$ cat src/rtl/display_refresh_scheduler_pkg.sv
// display_pkg: MAX7219 register map, scheduler state types and word builders.
package display_pkg;
  localparam logic [3:0] REG_DIGIT0    = 4'h1;
  localparam logic [3:0] REG_DECODE    = 4'h9;
  localparam logic [3:0] REG_INTENSITY = 4'hA;
  localparam logic [3:0] REG_SCANLIM   = 4'hB;
  localparam logic [3:0] REG_SHUTDOWN  = 4'hC;
  localparam logic [3:0] REG_TEST      = 4'hF;
  localparam logic [2:0] INIT_LAST     = 3'd4;
  typedef enum logic [1:0] {INIT, IDLE, FRAME, CFG} top_state_t;
  typedef enum logic [1:0] {T_WAIT_RDY, T_SHIFT, T_GAP} txn_state_t;
  function automatic logic [15:0] make_word(input logic [3:0] addr, input logic [7:0] data);
    return {4'h0, addr, data};
  endfunction
  function automatic logic [15:0] init_word(input logic [2:0] idx, input logic [3:0] scan,
                                            input logic [3:0] inten);
    return idx == 3'd0 ? make_word(REG_SHUTDOWN, 8'h01) :
           idx == 3'd1 ? make_word(REG_DECODE, 8'hFF) :
           idx == 3'd2 ? make_word(REG_SCANLIM, {4'h0, scan}) :
           idx == 3'd3 ? make_word(REG_INTENSITY, {4'h0, inten}) :
                         make_word(REG_TEST, 8'h00);
  endfunction
endpackage

$ cat src/rtl/display_refresh_scheduler_if.sv
// display_refresh_scheduler_if: word/CS handshake between scheduler and SPI word master.
interface display_refresh_scheduler_if;
  logic [15:0] spi_word;
  logic        spi_cs;
  logic        spi_ready;
  logic        spi_done;
  modport master (output spi_word, spi_cs, input spi_ready, spi_done);
  modport slave (input spi_word, spi_cs, output spi_ready, spi_done);
endinterface

$ cat src/rtl/display_refresh_scheduler_txn.sv
// spi_word_txn: one word transaction - wait ready, hold CS low until done, wait ready again.
module spi_word_txn
  import display_pkg::*;
(
  input  logic        clk,
  input  logic        rst_n,
  input  logic        start,
  input  logic [15:0] word_in,
  input  logic        spi_ready,
  input  logic        spi_done,
  output logic        spi_cs,
  output logic [15:0] spi_word,
  output logic        txn_done
);
  txn_state_t  r_state, w_next;
  logic        r_cs;
  logic [15:0] r_word;
  always_ff @(posedge clk)
    if (!rst_n) r_state <= T_WAIT_RDY;
    else r_state <= w_next;
  always_comb begin
    w_next = r_state;
    case (r_state)
      T_WAIT_RDY: if (start && spi_ready) w_next = T_SHIFT;
      T_SHIFT:    if (spi_done) w_next = T_GAP;
      T_GAP:      if (spi_ready) w_next = T_WAIT_RDY;
      default:    w_next = T_WAIT_RDY;
    endcase
  end
  always_ff @(posedge clk)
    if (!rst_n) begin
      r_cs   <= 1'b1;
      r_word <= '0;
    end else if (r_state == T_WAIT_RDY && start && spi_ready) begin
      r_cs   <= 1'b0;
      r_word <= word_in;
    end else if (r_state == T_SHIFT && spi_done) begin
      r_cs   <= 1'b1;
    end
  always_comb begin
    spi_cs   = r_cs;
    spi_word = r_word;
    txn_done = r_state == T_GAP && spi_ready;
  end
endmodule

$ cat src/rtl/display_refresh_scheduler.sv
// display_refresh_scheduler: init table, then 100 Hz digit frames arbitrated against
// intensity updates, all funnelled through one shared SPI word transaction engine.
module display_refresh_scheduler
  import display_pkg::*;
#(
  parameter int                    NUM_DIGITS     = 6,
  parameter logic [NUM_DIGITS-1:0] DP_MASK        = 6'b010100,
  parameter logic [3:0]            SCAN_LIMIT     = 4'd5,
  parameter logic [3:0]            INIT_INTENSITY = 4'h8
) (
  input  logic                      clk,
  input  logic                      rst_n,
  input  logic                      tick,
  input  logic                      disp_ena,
  input  logic [4*NUM_DIGITS-1:0]   digits_in,
  input  logic                      int_req,
  input  logic [3:0]                int_val,
  output logic                      int_ack,
  output logic                      busy,
  output logic                      init_done,
  output logic                      overrun,
  display_refresh_scheduler_if.master spi
);
  localparam logic [2:0] LAST_DIGIT = 3'(NUM_DIGITS - 1);
  top_state_t              r_state, w_next;
  logic [2:0]              r_idx;
  logic [4*NUM_DIGITS-1:0] r_snap;
  logic [3:0]              r_int_val;
  logic                    r_pending, r_overrun, r_init_done;
  logic                    w_start, w_txn_done, w_last, w_tick_set, w_take_frame;
  logic [4:0]              w_nib_base;
  logic [15:0]             w_word;
  always_ff @(posedge clk)
    if (!rst_n) r_state <= INIT;
    else r_state <= w_next;
  always_comb begin
    w_last = r_state == INIT ? r_idx == INIT_LAST : r_state == FRAME ? r_idx == LAST_DIGIT : 1'b1;
    w_next = r_state;
    case (r_state)
      INIT, FRAME: if (w_txn_done && w_last) w_next = IDLE;
      IDLE:        w_next = int_req ? CFG : r_pending ? FRAME : IDLE;
      CFG:         if (w_txn_done) w_next = IDLE;
      default:     w_next = INIT;
    endcase
  end
  always_comb begin
    w_start    = r_state != IDLE;
    busy       = w_start;
    int_ack    = r_state == CFG && w_txn_done;
    init_done  = r_init_done;
    overrun    = r_overrun;
    w_nib_base = {r_idx, 2'b00};
    w_word     = r_state == INIT ? init_word(r_idx, SCAN_LIMIT, INIT_INTENSITY) :
                 r_state == CFG  ? make_word(REG_INTENSITY, {4'h0, r_int_val}) :
                 make_word(REG_DIGIT0 + {1'b0, r_idx},
                           {DP_MASK[r_idx], 3'b000, r_snap[w_nib_base +: 4]});
  end
  // ticks are only meaningful once the display is configured
  assign w_tick_set   = r_state != INIT && tick && disp_ena;
  assign w_take_frame = r_state == IDLE && !int_req && r_pending;
  always_ff @(posedge clk)
    if (!rst_n) begin
      r_idx       <= '0;
      r_pending   <= 1'b0;
      r_overrun   <= 1'b0;
      r_init_done <= 1'b0;
      r_snap      <= '0;
      r_int_val   <= '0;
    end else begin
      if (w_txn_done) r_idx <= w_last ? 3'd0 : r_idx + 3'd1;
      r_pending <= (r_pending && !w_take_frame) || w_tick_set;
      if (w_tick_set && r_pending && !w_take_frame) r_overrun <= 1'b1;
      if (r_state == INIT && w_txn_done && w_last) r_init_done <= 1'b1;
      if (w_take_frame) r_snap <= digits_in;
      if (r_state == IDLE && int_req) r_int_val <= int_val;
    end
  spi_word_txn u_txn (
    .clk      (clk),
    .rst_n    (rst_n),
    .start    (w_start),
    .word_in  (w_word),
    .spi_ready(spi.spi_ready),
    .spi_done (spi.spi_done),
    .spi_cs   (spi.spi_cs),
    .spi_word (spi.spi_word),
    .txn_done (w_txn_done)
  );
endmodule

$ cat src/flat_wrapper.sv
// flat-port wrapper written by rule: the top's interface ports become plain ports
module display_refresh_scheduler_flat import display_pkg::*;
#(
  parameter int                    NUM_DIGITS     = 6,
  parameter logic [NUM_DIGITS-1:0] DP_MASK        = 6'b010100,
  parameter logic [3:0]            SCAN_LIMIT     = 4'd5,
  parameter logic [3:0]            INIT_INTENSITY = 4'h8
)
  (clk, rst_n, tick, disp_ena, digits_in, int_req, int_val, int_ack, busy, init_done, overrun, spi_spi_word, spi_spi_cs, spi_spi_ready, spi_spi_done);
  display_refresh_scheduler_if spi_i ();
  input  logic clk;
  input  logic rst_n;
  input  logic tick;
  input  logic disp_ena;
  input  logic [4*NUM_DIGITS-1:0] digits_in;
  input  logic int_req;
  input  logic [3:0] int_val;
  output logic int_ack;
  output logic busy;
  output logic init_done;
  output logic overrun;
  output wire logic [$bits(spi_i.spi_word)-1:0] spi_spi_word;
  output wire logic [$bits(spi_i.spi_cs)-1:0] spi_spi_cs;
  input wire logic [$bits(spi_i.spi_ready)-1:0] spi_spi_ready;
  input wire logic [$bits(spi_i.spi_done)-1:0] spi_spi_done;
  assign spi_spi_word = spi_i.spi_word;
  assign spi_spi_cs = spi_i.spi_cs;
  assign spi_i.spi_ready = spi_spi_ready;
  assign spi_i.spi_done = spi_spi_done;
  display_refresh_scheduler #(.NUM_DIGITS(NUM_DIGITS), .DP_MASK(DP_MASK), .SCAN_LIMIT(SCAN_LIMIT), .INIT_INTENSITY(INIT_INTENSITY)) u_core (.clk(clk), .rst_n(rst_n), .tick(tick), .disp_ena(disp_ena), .digits_in(digits_in), .int_req(int_req), .int_val(int_val), .int_ack(int_ack), .busy(busy), .init_done(init_done), .overrun(overrun), .spi(spi_i));
endmodule
$ cat config.mk
export PLATFORM = sky130hd
export DESIGN_NAME = display_refresh_scheduler_flat
export DESIGN_NICKNAME = d
export VERILOG_FILES = /design/src/rtl/display_refresh_scheduler_pkg.sv /design/src/rtl/display_refresh_scheduler_if.sv /design/src/rtl/display_refresh_scheduler_txn.sv /design/src/rtl/display_refresh_scheduler.sv /design/src/flat_wrapper.sv
export SDC_FILE = /design/constraint.sdc
export NUM_CORES = 1
export LEC_CHECK = 0
export CAP_MARGIN = 0
export CORE_MARGIN = 5
export CORE_UTILIZATION = 50
export CTS_CLUSTER_DIAMETER = 200
export DETAILED_ROUTE_END_ITERATION = 8
export PLACE_DENSITY = 0.8
export SKIP_CTS_REPAIR_TIMING = 1
export SYNTH_ARGS = -nofsm -noshare
export SYNTH_HDL_FRONTEND = slang
export SYNTH_SLANG_ARGS = --single-unit
$ cat constraint.sdc
create_clock -name clk -period 5.7 [get_ports clk]
set_clock_uncertainty 0.2 [all_clocks]
set_input_delay 0.855 -clock clk [delete_from_list [all_inputs] [get_ports clk]]
set_output_delay 0.855 -clock clk [all_outputs]
set_load 0.02 [all_outputs]
# Yosys cells after proc, flatten, opt, wreduce, memory -nomap -nowiden
# Memory sizes are Yosys's and may differ from the RTL's. A register that Yosys moved wholly into a read port is not among the register bits.
# Cells that the tools add are included.
# W data, S select, Z words.
dict set report totals {
  regBits 55
  latch_bits 0
  ramBits 0
  mem_bits_ro 8
  word_cells 82
  n_memories 1
}
# name words word_bits read_ports rd_ports_with_merged_regs write_ports line
set mem_list {}
lappend mem_list {{(name not given)} 8 1 1 1 0 display_refresh_scheduler.sv:56} ;# {DP_MASK[r_idx], 3'b000, r_snap[w_nib_base +: 4]});
dict set report classes {
  n_addsub 2
  mul 0
  div 0
  magnitude_cmp 1
  eq_ne 16
  n_shift 1
  n_mux 23
  bitwise_logic 0
  n_reduce_logical 28
}
# op n
set op_table {}
lappend op_table {{$mux W16} 4}
lappend op_table {{$shiftx A24 B6 Y4} 1}
lappend op_table {{$logic_and A1 B1 Y1} 17}
lappend op_table {{$mux W2} 7}
lappend op_table {{$mux W12} 1}
lappend op_table {{$pmux W2 S3} 2}
lappend op_table {{$mux W11} 1}
lappend op_table {{$mux W3} 3}
lappend op_table {{$eq A2 B2 Y1 const B} 3}
lappend op_table {{$eq A3 B2 Y1 const B} 2}
lappend op_table {{$eq A3 B3 Y1 const B} 2}
lappend op_table {{$ne A2 B1 Y1 const B} 3}
lappend op_table {{$ne A2 B2 Y1 const B} 3}
lappend op_table {{$mux W1} 5}
lappend op_table {{$add A1 B3 Y4 const A} 1}
lappend op_table {{$eq A2 B1 Y1 const B} 2}
lappend op_table {{$logic_not A2 Y1} 2}
lappend op_table {{$lt A3 B4 Y1 const B} 1}
lappend op_table {{$reduce_bool A2 Y1} 2}
lappend op_table {{$add A3 B1 Y3 const B} 1}
lappend op_table {{$eq A3 B1 Y1 const B} 1}
lappend op_table {{$logic_not A3 Y1} 1}
lappend op_table {{$reduce_and A3 Y1} 1}
lappend op_table {{$logic_not A1 Y1} 2}
lappend op_table {{3 further kinds} 3}

# Longest topological paths before layout
# Gate-level depths: netlist of the first run.
dict set report depth {
  ltp_word 6
  ltp_mapped 8
}

# Cells and area by module
# From an unflattened synthesis of the first run, not the netlist that was laid out.
dict set report hier_totals {
  cells_unflattened 332
  hier_area_um2 2861.5
}
# module n_inst cells_each area_each_um2
set by_module_without_submodules {}
lappend by_module_without_submodules {display_refresh_scheduler 1 250 2090.8}
lappend by_module_without_submodules {spi_word_txn 1 82 770.7}

# Worst setup path after synthesis of the first run
# Ideal clock, no wire load.
dict set report synth_timing {
  kind {in2out}
  startpoint {input spi_spi_ready}
  endpoint {output int_ack}
  t_arrival_ps 1438
  required_time_ps 4645
  slack_ps 3207
  path_stages 3
  path_buffers 1
  cell_sequence {nand3b_1 -> clkbuf_1 -> nor2_1}
}
dict set report synth_via {
  elab_chain_len 2
}
# item line
set synth_rtl {}
lappend synth_rtl {{from (decl)} flat_wrapper.sv:24} ;# input wire logic [$bits(spi_i.spi_ready)-1:0] spi_spi_ready;
lappend synth_rtl {{$logic_and A1 B1 Y1} display_refresh_scheduler_txn.sv:43} ;# txn_done = r_state == T_GAP && spi_ready;
lappend synth_rtl {{$logic_and A1 B1 Y1} display_refresh_scheduler.sv:49} ;# int_ack = r_state == CFG && w_txn_done;
lappend synth_rtl {{to (decl)} flat_wrapper.sv:18} ;# output logic int_ack;
# No other way between the ends.

# Worst setup path in the final report of the first run
# Ends and elaborated chain as after synthesis.

==> results of run 1 <==
==> path summary, 6_finish.rpt <==
| check | from | to | slack, ns | cells past startpoint |
|---|---|---|---|---|
| worst max-delay path | spi_spi_ready | int_ack | 2.16 | 4 |
| worst min-delay path | u_core.r_snap[12]$_SDFFE_PN0P_ | u_core.r_snap[12]$_SDFFE_PN0P_ | 0.26 | 2 |
| worst max register to register | u_core.r_state[0]$_SDFFE_PN0P_ | u_core.r_state[0]$_SDFFE_PN0P_ | 2.71 | 4 |
| worst min register to register | u_core.r_snap[12]$_SDFFE_PN0P_ | u_core.r_snap[12]$_SDFFE_PN0P_ | 0.26 | 2 |
==> through the flow <==
step / util [%] / hold WS [ns]
after floorplan: - / 0.233
after global placement: 60.5 / 0.240
after detailed placement: 60.5 / 0.246
after CTS: 62.8 / 0.259
after global routing: 62.8 / 0.273
final: 62.8 / 0.257
==> cell families (layout without fill, tap and decap cells) <==
group / after synthesis / count (layout) / share of synthesized area, %
mux: 10 / 10 / 6.02
buf+inv: 34 / 67 / 7.39
xor+xnor: 1 / 1 / 0.370
flops: 50 / 50 / 42.2
other cells: 1 / 4 / 0.158
fa+ha+maj: 5 / 5 / 2.64
simple gates: 102 / 102 / 19.4
compound gates: 83 / 83 / 21.8
==> sequential cells by signal, summed over array words and instances, names as in the netlist, named ones only <==
name / cells
u_core.r_pending: 1
u_core.overrun: 1
u_core.r_idx: 3
u_core.r_snap: 24
u_core.r_state: 2
u_core.u_txn.spi_word: 10
u_core.u_txn.r_state: 2
u_core.init_done: 1
u_core.r_int_val: 4
u_core.u_txn.spi_cs: 1
==> power breakdown <==
group	total, uW	switching [uW]	internal [uW]
Combinational	73.9	33.7	40.2
Clock	243	114	129
Sequential	361	5.20	356
==> layout make-up <==
cell class / count / area share [%]
Multi-Input combinational cell: 205 / 41.2
Clock inverter: 3 / 1.37
Timing Repair Buffer: 52 / 17.7
Clock buffer: 5 / 2.35
Inverter: 7 / 0.898
Sequential cell: 50 / 34.2
Tap cell: 54 / 2.31
==> placed cells by master, fill, tap and decap left out, types with 4 or more instances in the layout <==
cell and count:
a21oi_1 41, clkbuf_8 5, clkdlybuf4s50_1 51, conb_1 4, dfxtp_1 50, ha_1 5, inv_1 6, mux2i_1 6
nand2_1 61, nand3_1 5, nor2_1 16, o21ai_0 15
==> per-layer routing <==
| metal | up-vias | share of wire, % | global-route usage, % |
|---|---|---|---|
| met1 | 930 | 46 | 22.5 |
| met3 | 9 | 5.9 | 4.42 |
| li1 | 1053 | - | - |
| met4 | 0 | 1.5 | 5.67 |
| met2 | 57 | 46 | 31.2 |
| met5 | - | 0 | 0 |
==> critical path, cell delays in order <==
cell             delay [ns]
clkdlybuf4s50_1        0.51
nand3b_1               0.30
nor2_1                 0.19
clkdlybuf4s50_1        0.63
==> metrics.md, run 1 <==
| Metric | Value |
|---|---|
| Run status | finished clean |
| CTS clock-pin slew for the worst setup and hold paths | 0.09 ns |
| Die outline height | roughly 79 microns |
| Antenna violations before repair | 0 |
| Most frequently used cell type in the post-synthesis netlist | nand2_1 |
| Half-perimeter wire length after detailed placement | roughly 3900 microns |
| Inserted Diodes | 0 |
| Final critical-path setup slack | around 2.2 ns |
| Combined global-route utilization of all metal layers | between 15 and 20% |
| Remaining design rule violation count | 0 |
| Wire length of the first global-routing pass | just over 9000 microns |
| Effective utilization at floorplan | 50.8% |
| FMAX | 283 MHz |
| Crit share post-route | slightly above 60% |
| Number of instances in the synthesized netlist | 286 |
| Count of endpoints failing setup in the final report | 0 |
| Depth of the CTS H-tree | 2 |
| Share of synthesized area occupied by flip-flops and latches | between 40% and 50% |
| Number of distinct library cell variants in the gate-level netlist after synthesis | 52 |
| Critical setup path kind | input port to primary output |
| TritonCTS clock tree | built |
| Synth Register Bits | 50 |
| Max IR drop VDD | around 0.00013 V |
| Drt pass-1 iters | 4 |
| Number of vias per cell after detailed routing | 5.45 |
| Largest net degree at the start of global routing | 26 |
| Relative slew slack | 36.2% |
| Number of enable-type register cells in the synthesized netlist | 0 |
| Top flip-flop cell by instance count after synthesis | dfxtp_1 |
| CTS sink cnt | 50 |
| Sequential cell area | about 1000 sq um |
| Worst endpoint data arrival time | approximately 2.5 ns |
| Mapped Area | around 2400 sq um |
| Io pins | 56 |
| Warnings, synthesis | 0 |
| Vias in the first global route | between 2000 and 2500 |
| Layout-stage area growth over the synthesis result | 23.5% |
| Time the worst path needs with I/O delays and setup | 3.54 ns |
| Routed wire length per instance | 14.1 microns |
| Remaining antenna violation count | 0 |
| Port Buffer Count | around 50 |
| Clock latency at the later pin of the worst-skew pair | around 0.30 ns |
| Cells taking the most area after synthesis | dfxtp_1 (42%), nand2_1 (9.7%), a21oi_1 (8.7%), o21ai_0 (3.2%), buf_4 (2.9%) |
| Total power consumption of the routed design | roughly 680 uW |
| Setup TNS | 0 ns |
| Maximum buffer depth of the clock tree | 2 |
| Max-slew violations | 0 |
| Final-report hold violation count | 0 |
| Vias after detailed routing | around 2000 |
| Die Area | between 6000 and 7000 sq um |
| Proportion of layout cells with a drive suffix above 1 | under 10% |
| Overall die width | roughly 79 microns |
| Worst-case setup slack after placement | 2.15 ns |
| Post-synth ARST share | 0% |
| Placement-stage cell area | roughly 2800 sq um |
| Multi-input logic area | 1200 sq um |
| Final Instance Count excl. Fillers | 376 |
| Unrepaired setup endpoints after global routing | no |
| Std-Cell Rows | 25 |
| Static leakage | 0.000992 uW |
| Pwr dens | approximately 230 nW/um^2 |
| Top fanout value on the critical path | 11 |
| Core region area | 4660 sq um |
| Post-layout net count | between 300 and 400 |
| Critical path launch point type | input port |
| Capturing element type of the critical path | primary output |
| Aggregate global routing overflow | 0 |
| Total Routed Length | approximately 5300 microns |
| Routability congestion estimate | between 0.8 and 0.9 |
| Number of cells in the design after placement | 368 |
| Library cell occupying the most area in the post-synthesis netlist | dfxtp_1 |
| Least-Margin Pin Slew | between 0.9 and 1 ns |
| TritonCTS buffer count | 5 |
| Commonest cells post-synth | nand2_1 (61), dfxtp_1 (50), a21oi_1 (41) |
| Class of the tightest hold or removal check | flop to flop |
| Count of filler cells inserted in the layout | 421 |
| Area share of the largest cell type after synthesis | 42.2% |
| Required time of the critical path | about 4.6 ns |
| Finished Cell Area | around 3000 sq um |
| Clock tree root buffer cell | clkbuf_8 |
| Max_cap viols | 0 |
| DR iter-0 viols | 176 |
| Mean area per synthesized cell | just over 8 sq um |
No activity file was read; power rests on OpenSTA's default activity.
==> inputs of run 2 (changes only) <==
- CORE_UTILIZATION: 50 -> 49
- PLACE_DENSITY: 0.8 -> 0.79
- clock period: 5.7 -> 3.7 ns (I/O delays scaled with it)
==> run 2 against run 1 <==
Setup slack worse by 1.4 ns; final cell count up 4.3%; total power up 56%; highest routed layer unchanged.
==> metrics.md, run 2 (synthesis results as in run 1) <==
| Metric | Value |
|---|---|
| Run status | finished clean (unchanged) |
| Clock share of power | 36.8% (was 35.9%) |
| DR iter-0 viols | 137 (was 176) |
| Unrepaired setup endpoints after global routing | no (unchanged) |
| Aggregate global routing overflow | 0 (unchanged) |
| Inserted Diodes | 0 (unchanged) |
| CTS clock-pin slew for the worst setup and hold paths | 0.09 ns (about the same) |
| TritonCTS clock tree | built (unchanged) |
| Time the worst path needs with I/O delays and setup | approximately 3.0 ns |
| Effective utilization at floorplan | 50.2% (was 50.8%) |
| Required time of the critical path | 2.94 ns (was 4.64 ns) |
| Overall die width | 79.5 microns (was 78.8 microns) |
| Commonest cells after routing, fill and taps aside | nand2_1 (61), clkdlybuf4s50_1 (51), dfxtp_1 (50), a21oi_1 (41), nor2_1 (16) (unchanged) |
| CTS sink cnt | 50 (unchanged) |
| Core region area | 4720 sq um (was 4660 sq um) |
| Number of flip-flops under the largest register name | 24 (unchanged) |
| Std-Cell Rows | 25 (unchanged) |
| Max IR drop VDD | 0.000187 V (was 0.000129 V) |
| Class of the tightest hold or removal check | flop to flop (unchanged) |
| Relative slew slack | 47.1% (was 36.2%) |
| Switching Share | 23.0% (was 22.5%) |
| Final core utilization | 62.9% (was 62.8%) |
| Half-perimeter wire length after detailed placement | 3680 microns (was 3870 microns) |
| Most flop-heavy register | u_core.r_snap (unchanged) |
| Critical path launch point type | input port (unchanged) |
| Multi-input logic area | 1200 sq um (unchanged) |
| Die Area | 6330 sq um (was 6220 sq um) |
| TritonCTS buffer count | 5 (unchanged) |
| Logic gate share of total power | 10.7% (was 10.9%) |
| Layout-stage area growth over the synthesis result | 25.4% (was 23.5%) |
| Combined global-route utilization of all metal layers | 16.9% (was 18.2%) |
| Routability congestion estimate | 1.00 (was 0.888) |
| Largest net degree at the start of global routing | 40 (was 26) |
| Top fanout value on the critical path | 11 (unchanged) |
| Port Buffer Count | 51 (unchanged) |
| Most common library cell in the layout ignoring fill and taps | nand2_1 (unchanged) |
| Count of endpoints failing setup in the final report | 0 (unchanged) |
| Sequential cell area | 1000 sq um (unchanged) |
| Capturing element type of the critical path | primary output (unchanged) |
| Total Routed Length | 5180 microns (was 5310 microns) |
| Final-report hold violation count | 0 (unchanged) |
| Vias after detailed routing | 2081 (was 2049) |
| Depth of the CTS H-tree | 2 (unchanged) |
| Wire length of the first global-routing pass | 8380 microns (was 9090 microns) |
| Post-layout net count | 364 (was 361) |
| FMAX | around 330 MHz |
| Pwr dens | 356 nW/um^2 (was 232 nW/um^2) |
| Number of vias per cell after detailed routing | 5.31 (was 5.45) |
| Setup TNS | 0 ns (unchanged) |
| Worst endpoint data arrival time | 2.23 ns (was 2.48 ns) |
| Remaining design rule violation count | 0 (unchanged) |
| Routed wire length per instance | 13.2 microns (was 14.1 microns) |
| Design internal power | 815 uW (was 525 uW) |
| Vias in the first global route | 1865 (was 2001) |
| Least-Margin Pin Slew | 0.792 ns (was 0.954 ns) |
| Crit share post-route | about four fifths |
| Setup slack of the most critical reg-to-reg path | 1.08 ns (was 2.71 ns) |
| Relative contribution of sequential cells to total power | 52.6% (was 53.2%) |
| Clock latency at the later pin of the worst-skew pair | 0.31 ns (was 0.30 ns) |
| Critical setup path kind | input port to primary output (unchanged) |
| Remaining antenna violation count | 0 (unchanged) |
| Max_cap viols | 0 (unchanged) |
| Antenna violations before repair | 0 (unchanged) |
| Maximum buffer depth of the clock tree | 2 (unchanged) |
| Die outline height | 79.5 microns (was 78.8 microns) |
| Drt pass-1 iters | 4 (unchanged) |
| Clock tree root buffer cell | clkbuf_8 (unchanged) |
| Max-slew violations | 0 (unchanged) |
| Switching power summed over all nets | 244 uW (was 153 uW) |
| Static leakage | 0.00101 uW (was 0.000992 uW) |
| Io pins | 56 (unchanged) |
| Proportion of layout cells with a drive suffix above 1 | 7.08% (was 6.21%) |
| Count of filler cells inserted in the layout | 425 (was 421) |
## run 2: changes by cell type in the layout (fill, tap and decap cells not counted), sizes merged
cell,delta
buf,+3
clkinv,-1
inv,+1
## run 2: critical path, cell delays in order
cell,delay [ns]
clkdlybuf4s50_1,0.51
nand3b_1,0.30
nor2_1,0.23
clkdlybuf4s50_1,0.63
## run 2: metal layers
layer | wire length [microns] | vias to the layer above | track usage [%]
li1 | - | 1057 | -
met1 | 2370 | 933 | 21.2
met2 | 2330 | 81 | 27.3
met3 | 397 | 10 | 5.30
met4 | 84 | 0 | 5.50
met5 | 0 | - | 0
## run 2: power groups by stage
stage	registers (uW)	clock network (uW)	logic (uW)
after floorplan	577	0	46.8
after global placement	568	0	112
after detailed placement	569	0	113
after CTS	556	396	113
after global routing	558	424	120
final	556	389	113
## run 2: path summary, 6_finish.rpt
kind                                                    start                            end  cells after the start
worst min register to register  u_core.r_snap[3]$_SDFFE_PN0P_  u_core.r_snap[3]$_SDFFE_PN0P_                      2
worst min-delay path            u_core.r_snap[3]$_SDFFE_PN0P_  u_core.r_snap[3]$_SDFFE_PN0P_                      2
worst max register to register   u_core.r_idx[0]$_SDFFE_PN0N_                           flop                      6
worst max-delay path                            spi_spi_ready                        int_ack                      4
## run 2: per-stage QoR
stage | hold WS [ns] | area [sq um] | power, uW | setup WS [ns] | instances
final | 0.258 | 2970 | 1060 | 0.714 | 392
after global routing | 0.280 | 2970 | 1100 | 0.644 | 392
after detailed placement | 0.245 | 2860 | 682 | 0.709 | 384
after floorplan | 0.233 | 2380 | 623 | 1.39 | 289
after CTS | 0.259 | 2970 | 1070 | 0.704 | 392
after global placement | 0.239 | 2860 | 680 | 0.752 | 384
## run 2: cell type report
| cell class | count | share of cell area, % |
|---|---|---|
| multi-input cells | 205 | 40.5 |
| clock buffers | 5 | 2.31 |
| repair buffers | 55 | 18.2 |
| flip-flops and latches | 50 | 33.7 |
| clock inverters | 3 | 1.60 |
| well taps | 67 | 2.82 |
| inverters | 7 | 0.884 |
==> inputs of run 3 (changes only) <==
- clock period: 3.7 -> 2.8 ns (I/O delays scaled with it)
==> run 3 against run 2 <==
Sequential power rose by 32%; utilization rose by 0.95 points; sequential share of layout area fell by 0.50 points; largest power group unchanged; first-iteration DRC count rose by 7.3%; via count rose by 1.7%; worst hold slack barely moved; wire length rose by 2.8%; count of clock-buffer cells in the layout did not move; design area rose by 1.5%; die area did not move; largest cell class unchanged; non-clock buffer count rose by 7; combinational power rose by 38%.
==> metrics.md, run 3 (synthesis results as in run 1) <==
| Metric | Value |
|---|---|
| Relative slew slack | 64.0% (was 47.1%) |
| Port Buffer Count | 51 (unchanged) |
| Final-report hold violation count | 0 (unchanged) |
| Worst-case setup slack after placement | 0.359 ns (was 0.709 ns) |
| Pwr dens | 461 nW/um^2 (was 356 nW/um^2) |
| Depth of the CTS H-tree | 2 (unchanged) |
| Time the worst path needs with I/O delays and setup | 2.43 ns |
| Commonest cells after routing, fill and taps aside | nand2_1 (61), clkdlybuf4s50_1 (51), dfxtp_1 (50), a21oi_1 (41), nor2_1 (16) (unchanged) |
| Std-Cell Rows | 25 (unchanged) |
| Clock tree root buffer cell | clkbuf_8 (unchanged) |
| Routed wire length per instance | 13.3 microns (was 13.2 microns) |
| Top metal layer carrying routed signals | met4 (unchanged) |
| Overall die width | 79.5 microns (unchanged) |
| Setup TNS | 0 ns (unchanged) |
| Critical setup path kind | flop to primary output (was input port to primary output) |
| Run status | finished clean (unchanged) |
| Met2 routed wirelength | 2530 microns (was 2330 microns) |
| Core region area | 4720 sq um (unchanged) |
| Aggregate global routing overflow | 0 (unchanged) |
| Finished Cell Area | 3020 sq um (was 2970 sq um) |
| Proportion of layout cells with a drive suffix above 1 | 9.04% (was 7.08%) |
| Half-perimeter wire length after detailed placement | 4000 microns (was 3680 microns) |
| FMAX | ~410 MHz |
| Remaining antenna violation count | 0 (unchanged) |
| Inserted Diodes | 0 (unchanged) |
| Max IR drop VDD | 0.000267 V (was 0.000187 V) |
| Required time of the critical path | 2.18 ns (was 2.94 ns) |
| Largest net degree at the start of global routing | 29 (was 40) |
| Routability congestion estimate | 0.914 (was 1.00) |
| Number of flip-flops under the largest register name | 24 (unchanged) |
| Crit share post-route | 86.8% |
| Final critical-path setup slack | 0.370 ns (was 0.714 ns) |
| Vias in the first global route | 1971 (was 1865) |
| TritonCTS buffer count | 5 (unchanged) |
| Wire length of the first global-routing pass | 8840 microns (was 8380 microns) |
| Io pins | 56 (unchanged) |
| Unrepaired setup endpoints after global routing | no (unchanged) |
| TritonCTS clock tree | built (unchanged) |
| Worst endpoint data arrival time | 1.81 ns (was 2.23 ns) |
| Most flop-heavy register | u_core.r_snap (unchanged) |
| Least-Margin Pin Slew | 0.540 ns (was 0.792 ns) |
| Top fanout value on the critical path | 14 (was 11) |
| Class of the tightest hold or removal check | flop to flop (unchanged) |
| CTS clock-pin slew for the worst setup and hold paths | 0.09 ns (about the same) |
| Capturing element type of the critical path | primary output (unchanged) |
| Placement-stage cell area | 2910 sq um (was 2860 sq um) |
| Max_cap viols | 0 (unchanged) |
| DR iter-0 viols | 147 (was 137) |
| Count of endpoints failing setup in the final report | 0 (unchanged) |
| Routed met3 length | 351 microns (was 397 microns) |
| Static leakage | 0.00104 uW (was 0.00101 uW) |
| Post-layout net count | 371 (was 364) |
| Drt pass-1 iters | 4 (unchanged) |
| Vias after detailed routing | 2116 (was 2081) |
| Combined global-route utilization of all metal layers | 17.2% (was 16.9%) |
| Antenna violations before repair | 0 (unchanged) |
| Remaining design rule violation count | 0 (unchanged) |
| Die Area | 6330 sq um (unchanged) |
| Most common library cell in the layout ignoring fill and taps | nand2_1 (unchanged) |
| Max-slew violations | 0 (unchanged) |
| Number of vias per cell after detailed routing | 5.30 (was 5.31) |
| CTS sink cnt | 50 (unchanged) |
| Die outline height | 79.5 microns (unchanged) |
| Maximum buffer depth of the clock tree | 2 (unchanged) |
| Total Routed Length | 5330 microns (was 5180 microns) |
| Layout-stage area growth over the synthesis result | 27.3% (was 25.4%) |
| Effective utilization at floorplan | 50.2% (unchanged) |
| DRT met1 WL | 2370 microns (about the same) |
| Clock latency at the later pin of the worst-skew pair | 0.31 ns (about the same) |
| Critical path launch point type | flop (was input port) |
[run 3: cell count changes in the layout (fill, tap and decap cells not counted), sizes merged]
cell / before / now
buf: 4 / 11
clkinv: 1 / 2
inv: 8 / 7
[run 3: area by class of cell]
cell class	count	area, sq um
clock buffers	5	68.8
clock inverters	3	40.0
fillers	431	1710
inverters	7	26.3
multi-input cells	205	1200
flip-flops and latches	50	1000
well taps	67	83.8
repair buffers	62	593
[run 3: critical path, stage by stage, from the launching register on]
cell             delay [ns]
dfxtp_1                0.61
nor2b_1                0.28
inv_2                  0.08
clkdlybuf4s50_1        0.54
[run 3: metrics by stage]
| stage | cells | utilization (%) | hold slack (ns) | total power, uW |
|---|---|---|---|---|
| finish | 399 | 63.9 | 0.257 | 1390 |
| global route | 399 | 63.9 | 0.277 | 1440 |
| CTS | 399 | 63.9 | 0.258 | 1400 |
| detailed placement | 391 | 61.6 | 0.246 | 906 |
| global placement | 391 | 61.6 | 0.239 | 903 |
| floorplan | 289 | - | 0.233 | 824 |
[run 3: routing by layer]
layer  global-route usage [%]  vias to the layer above
met5                        0                        -
met4                     6.19                        0
met3                     3.84                        7
met2                     29.1                       68
met1                     21.4                      970
li1                         -                     1071
[run 3: final timing paths]
kind	start	to	slack [ns]	cells past startpoint
min	u_core.r_snap[15]$_SDFFE_PN0P_	u_core.r_snap[15]$_SDFFE_PN0P_	0.26	2
max	u_core.r_state[0]$_SDFFE_PN0P_	busy	0.37	3
min reg2reg	u_core.r_snap[15]$_SDFFE_PN0P_	u_core.r_snap[15]$_SDFFE_PN0P_	0.26	2
max reg2reg	u_core.r_idx[0]$_SDFFE_PN0N_	flop	0.60	6
[run 3: power by group]
group | switching [uW] | leakage (uW) | internal, uW
Sequential | 9.75 | 0.000405 | 724
Clock | 238 | 0.0000579 | 263
Combinational | 71.1 | 0.000580 | 85.1
